`config.mk`:
```
export PLATFORM = sky130hd
export DESIGN_NAME = mealy_seq_counter_flat
export DESIGN_NICKNAME = d
export VERILOG_FILES = /design/src/rtl/mealy_seq_counter_pkg.sv /design/src/rtl/mealy_seq_counter_if.sv /design/src/rtl/mealy_seq_counter_bcd_counter.sv /design/src/rtl/mealy_seq_counter.sv /design/src/flat_wrapper.sv
export SDC_FILE = /design/constraint.sdc
export NUM_CORES = 1
export LEC_CHECK = 0
export ABC_AREA = 1
export CAP_MARGIN = 30
export CORE_AREA = 3 3 40 42
export DETAILED_ROUTE_END_ITERATION = 8
export DIE_AREA = 0 0 43 45
export PLACE_DENSITY_LB_ADDON = 0.15
export REMOVE_ABC_BUFFERS = 1
export SLEW_MARGIN = 20
export SYNTH_ARGS = -nofsm -noshare
export SYNTH_HDL_FRONTEND = slang
export SYNTH_SLANG_ARGS = --single-unit
export TNS_END_PERCENT = 1
```
`constraint.sdc`:
```
create_clock -name clk -period 2.29 [get_ports clk]
set_clock_uncertainty 0.05 [all_clocks]
set_input_delay 0.5725 -clock clk [delete_from_list [all_inputs] [get_ports clk]]
set_output_delay 0.5725 -clock clk [all_outputs]
set_load 0.05 [all_outputs]
```
`src/rtl/mealy_seq_counter_pkg.sv`:
```
// mealy_seq_counter_pkg
//   Shared definitions for the 1011 detector and its BCD detection counter.
//   The downstream 7-segment decoder stage imports the same package, so the
//   state encoding and BCD limit are defined in one place.
//   Contents: state_t encoding, BCD_MAX, next-state helper.
package mealy_seq_counter_pkg;

  typedef enum logic [1:0] {
    S0   = 2'b00,
    S1   = 2'b01,
    S10  = 2'b10,
    S101 = 2'b11
  } state_t;

  localparam logic [3:0] BCD_MAX = 4'd9;

  // Next state for one valid bit. On a completed match the trailing 1 can
  // start the next pattern (overlap) or be discarded (restart from idle).
  function automatic state_t next_state(input state_t cur, input logic x,
                                        input bit overlap);
    state_t nxt;
    nxt = S0;
    unique case (cur)
      S0:   nxt = x ? S1   : S0;
      S1:   nxt = x ? S1   : S10;
      S10:  nxt = x ? S101 : S0;
      S101: nxt = x ? (overlap ? S1 : S0) : S10;
      default: nxt = S0;
    endcase
    return nxt;
  endfunction

endpackage

```
`src/rtl/mealy_seq_counter_if.sv`:
```
// mealy_seq_counter_if
//   Serial-bit and result bundle between the bit sampler (master) and the
//   detector (slave).
//   en, x, clr   : master -> slave (bit strobe, data bit, counter clear)
//   det          : slave -> master, combinational Mealy detect
//   z[0:3]       : slave -> master, registered BCD count, z[0] = MSB
//   carry        : slave -> master, one-cycle wrap pulse
//   state[1:0]   : slave -> master, FSM state for debug/LEDs
interface mealy_seq_counter_if;
  logic       en;
  logic       x;
  logic       clr;
  logic       det;
  logic [0:3] z;
  logic       carry;
  logic [1:0] state;

  modport master (output en, x, clr, input det, z, carry, state);
  modport slave  (input en, x, clr, output det, z, carry, state);
endinterface

```
`src/rtl/mealy_seq_counter_bcd_counter.sv`:
```
// bcd_counter
//   Single BCD digit counting 0..MAX_COUNT and wrapping to 0. carry pulses
//   for one cycle on the wrap so digits can be chained carry -> inc.
//   clk, rst (sync, active high), inc, clr (sync clear, beats inc),
//   q[0:3] (q[0] = MSB), carry.
module bcd_counter
  import mealy_seq_counter_pkg::*;
#(
  parameter int MAX_COUNT = 9
) (
  input  logic       clk,
  input  logic       rst,
  input  logic       inc,
  input  logic       clr,
  output logic [0:3] q,
  output logic       carry
);

  // Out-of-range settings fall back to a full decimal digit so q can never
  // reach a code the decoder would blank.
  localparam logic [3:0] LAST = (MAX_COUNT < 1 || MAX_COUNT > 9) ?
                                BCD_MAX : 4'(MAX_COUNT);

  always_ff @(posedge clk) begin
    if (rst || clr) begin
      q     <= 4'd0;
      carry <= 1'b0;
    end else if (inc) begin
      if (q == LAST) begin
        q     <= 4'd0;
        carry <= 1'b1;
      end else begin
        q     <= q + 4'd1;
        carry <= 1'b0;
      end
    end else begin
      carry <= 1'b0;
    end
  end

endmodule

```
`src/rtl/mealy_seq_counter.sv`:
```
// mealy_seq_counter
//   Mealy detector for serial pattern 1011 feeding a BCD count of hits.
//   clk, rst (sync, active high) plain ports; everything else via bus
//   (mealy_seq_counter_if.slave): en, x, clr in; det, z[0:3], carry, state out.
//
//   state | meaning
//   ------+---------------------------------
//   S0    | idle, nothing matched
//   S1    | matched "1"
//   S10   | matched "10"
//   S101  | matched "101"; x=1 with en is a hit
module mealy_seq_counter
  import mealy_seq_counter_pkg::*;
#(
  parameter int MAX_COUNT = 9,
  parameter bit OVERLAP   = 1'b1
) (
  input  logic                 clk,
  input  logic                 rst,
  mealy_seq_counter_if.slave   bus
);

  state_t     state_q;
  logic       det_c;
  logic [0:3] z_q;
  logic       carry_q;

  always_ff @(posedge clk) begin
    if (rst) begin
      state_q <= S0;
    end else if (bus.en) begin
      state_q <= next_state(state_q, bus.x, OVERLAP);
    end
  end

  // Unregistered on purpose: the count updates at the edge that samples it.
  assign det_c = (state_q == S101) && bus.en && bus.x;

  bcd_counter #(.MAX_COUNT(MAX_COUNT)) u_bcd_counter (
    .clk   (clk),
    .rst   (rst),
    .inc   (det_c),
    .clr   (bus.clr),
    .q     (z_q),
    .carry (carry_q)
  );

  assign bus.det   = det_c;
  assign bus.z     = z_q;
  assign bus.carry = carry_q;
  assign bus.state = state_q;

endmodule
```
`src/flat_wrapper.sv`:
```
// flat-port wrapper written by rule: the top's interface ports become plain ports
module mealy_seq_counter_flat import mealy_seq_counter_pkg::*;
#(
  parameter int MAX_COUNT = 9,
  parameter bit OVERLAP   = 1'b1
)
  (clk, rst, bus_en, bus_x, bus_clr, bus_det, bus_z, bus_carry, bus_state);
  mealy_seq_counter_if bus_i ();
  input  logic clk;
  input  logic rst;
  input wire logic [$bits(bus_i.en)-1:0] bus_en;
  input wire logic [$bits(bus_i.x)-1:0] bus_x;
  input wire logic [$bits(bus_i.clr)-1:0] bus_clr;
  output wire logic [$bits(bus_i.det)-1:0] bus_det;
  output wire logic [$bits(bus_i.z)-1:0] bus_z;
  output wire logic [$bits(bus_i.carry)-1:0] bus_carry;
  output wire logic [$bits(bus_i.state)-1:0] bus_state;
  assign bus_i.en = bus_en;
  assign bus_i.x = bus_x;
  assign bus_i.clr = bus_clr;
  assign bus_det = bus_i.det;
  assign bus_z = bus_i.z;
  assign bus_carry = bus_i.carry;
  assign bus_state = bus_i.state;
  mealy_seq_counter #(.MAX_COUNT(MAX_COUNT), .OVERLAP(OVERLAP)) u_core (.clk(clk), .rst(rst), .bus(bus_i));
endmodule
```
==> results.md <==
Setup path:
- The origin of the critical flop-to-flop path is u_core.bus.state[0].
- The worst-path maximum fanout is 4.
- The worst register-to-register path ends at u_core.u_bcd_counter.q[0].
- The sort of element at the start of the critical path is an input pin.
- The number of cells on the worst reg-to-reg path is 6.
- The endpoint class of the critical path is a primary output.
- The type of the setup path with the least slack is in -> out.
- The arrival time of the worst setup path is 1.50 ns.
- In this run the register-to-register setup slack is 1.14 ns.
- STA puts the critical path data required time at 1.67 ns.

Drt:
- The met2 wire length is 285 um.
- The number of vias per cell after detailed routing is 4.221.
- The number of nets with antenna violations after detailed routing is 0.
- The overall routed net length is 695 um.
- The via count is 325.
- The detailed router finished its first iteration with 0 violations.
- The detailed router put a total of 346 um of wire on met1.
- The met3 wirelength from detailed routing is 63 um.
- After detailed routing, the number of remaining DRC violations is 0.
- For this run, the detailed router's first-pass iteration total came to 1.
- Dividing the detail-routed wire length by the instance count gives 9.026 um.
- The highest layer touched by signal routing is met3.

Synth:
- Synthesis inferred 7 register bits.
- Counting every instance in the synthesized netlist gives 45.
- The netlist area before placement is 322.8 sq um.
- The synthesized-area fraction occupied by ao, oa, aoi and oai cells is 0.04651.
- Of the synthesized area, sequential elements account for 0.4341.
- After synthesis, the largest family of logic cells by area is simple AND/OR/NAND/NOR gates.
- Of the total synthesized cell area, the portion taken by full adders, half adders and majority gates is 0.
- The area share of and/or/nand/nor cells after synthesis is 0.4496.
- Of the post-synthesis cell area, the part taken by muxes is 0.
- The post-synthesis xor/xnor area fraction is 0.
- The number of synthesis warnings is 0.
- A synthesized cell averages 7.174 sq um.
- The count of unique library cells instantiated by Yosys is 11.

Final layout:
- The most common library cell in the layout ignoring fill and taps is clkdlybuf4s50_1.
- The synthesis-to-layout area growth is 56.59%.
- The number of antenna cells inserted is 0.
- Summing all flip-flop and latch instances after layout gives 140.1 sq um.
- In the layout the commonest cells are 11 x clkdlybuf4s50_1, 10 x nand2_1, 7 x nor2_1, 7 x nand3_1, 7 x dfxtp_1.
- The filler cells instantiated in the layout total 150.
- At the end of the flow, the number of nets in the layout was 68.
- Summing all multi-input logic gate instances after layout gives 160.2 sq um.
- After routing the design area is 505.5 sq um.
- Once layout is complete, the utilization of the core stands at 0.3934.
- In the final layout, the share of cells above drive strength 1 is 0.1452.

STA:
- The clock period could shrink to 2.119 ns.
- The worst-case setup margin in the final layout is 0.1712 ns.
- The max-slew violation total from the final report is 0.
- For the pin with the worst max-slew slack, the measured transition is 0.4960 ns.
- Setup repair after global routing left no endpoint under its margin.
- Measured against its own limit, the worst slew margin works out to 0.6683.
- The sum of negative setup slack is 0 ns.
- The hold violation count in the final report was 0.
- The peak clock frequency supported by timing is 0.4720 GHz.
- The share of the clock period used by the worst path after layout is 0.9252.
- The final count of negative-setup-slack endpoints is 0.

CTS:
- The total number of H-tree levels is 1.
- Hold repair after CTS inserted 0 buffers.
- The CTS sink count is 7.
- CTS placed an instance of clkbuf_4 at the clock tree root.
- The maximum buffer depth of the clock tree is 2.
- TritonCTS built the clock tree.
- In this run the post-CTS setup repair buffer count came out at 0.
- The clock-pin transition on the worst setup and hold timing paths is 0.06 ns.
- The CTS buffer count is 3.
- After clock tree synthesis, the repair step resized 0 gates.
- The clock network latency to the later pin of the worst-skew pair is 0.25 ns.

Global route:
- The via count of the first global-routing pass is 306.
- For this run, the total global-route usage over all layers was measured as 0.08841.
- The first global-routing pass estimated 1.200 mm of wire.
- The initial antenna violation count is 0.
- The global route total overflow is 0.
- The largest net degree at the start of global routing is 8.

Placement:
- The HPWL after detailed placement is 534.8 um.
- The cell area reported after detailed placement is 479.2 sq um.
- The number of port buffers is 12.
- At the end of routability-driven placement, the weighted congestion stood at 0.6471.
- Before CTS, the worst setup slack after placement is 0.1655 ns.

Power:
- In this run the static leakage power is 0.2104 nW.
- Overall power consumption after layout is estimated at 0.0002674 W.
- The total power divided by cell area is 529.0 nW/um^2.
- The worst-case IR drop observed on VDD is 266.3 uV.

Worst hold path:
- The class of the tightest hold or removal check is reg -> reg.
- The number of cells on the worst hold path is 2.
- The worst hold path terminates at u_core.u_bcd_counter.q[1].
- The worst hold path startpoint is u_core.u_bcd_counter.q[1].

Run status:
- The run finished with clean final reports.

Floorplan:
- The starting density of the core is 0.2512.
- The horizontal extent of the die is 43 um.
- The die height is 45 um.
- The core area is 1285 sq um.
- In this run the core area contains 13 standard-cell rows.
- The die covers 1935 sq um.
- Pin placement for this block handled 13 I/O pins.

Job:
- The number of max-cap violations is 0.
==> cell usage after synthesis, drive strengths merged <==
| library cell | instances | share of area |
|---|---|---|
| o21ai | 1 | 0.015 |
| a21oi | 2 | 0.031 |
| nand2 | 12 | 0.16 |
| inv | 6 | 0.070 |
| nor2 | 9 | 0.16 |
| dfxtp | 7 | 0.43 |
| nand3 | 7 | 0.11 |
| nor3b | 1 | 0.023 |
==> worst max-delay path: stages <==
cell	delay, ns
clkdlybuf4s50_1	0.53
nand2_2	0.12
nor2_8	0.14
buf_12	0.14
==> layer usage <==
layer  global-route usage  vias to the layer above
met2               0.1138                       10
met5                    0                        -
met4              0.07229                        0
met1               0.1090                      140
met3              0.04382                        0
li1                     -                      175
==> cell families after synthesis <==
| group | Yosys count |
|---|---|
| compound gates | 3 |
| buf+inv | 6 |
| flops | 7 |
| simple gates | 29 |
==> stage by stage <==
stage | instances | hold WS [ns]
4_1_cts | 77 | 0.4519
5_1_grt | 77 | 0.4758
3_5_place_dp | 73 | 0.4435
6_report | 77 | 0.4438
3_3_place_gp | 73 | 0.4382
2_1_floorplan | 45 | 0.5916
==> power by group <==
group	total [W]	switching [W]	internal, W
Clock	0.000115	0.0000482	0.0000667
Sequential	0.000125	0.00000171	0.000124
Combinational	0.0000272	0.0000152	0.0000121
==> how the worst max path moves through the flow <==
| stage | endpoint | slack (ns) | cells past startpoint | startpoint |
|---|---|---|---|---|
| 2_1_floorplan | bus_det | 0.53 | 2 | u_core.bus.state[1] |
| 3_3_place_gp | bus_det | 0.17 | 4 | bus_en |
| 3_5_place_dp | bus_det | 0.17 | 4 | bus_en |
| 4_1_cts | bus_det | 0.16 | 4 | bus_en |
| 5_1_grt | bus_z[0] | 0.13 | 1 | u_core.u_bcd_counter.q[3] |
| 6_report | bus_det | 0.17 | 4 | bus_en |
==> final cells by class <==
class / instances / area share
Multi-Input combinational cell: 32 / 0.3168
Clock buffer: 4 / 0.05198
Sequential cell: 7 / 0.2772
Timing Repair Buffer: 13 / 0.2723
Inverter: 6 / 0.04455
Tap cell: 15 / 0.03713
==> sequential cells by signal, indices dropped and copies added, names as in the netlist <==
register                    flops
u_core.u_bcd_counter.q          4
u_core.bus.state                2
u_core.u_bcd_counter.carry      1
(Power assumes the default switching activity.)
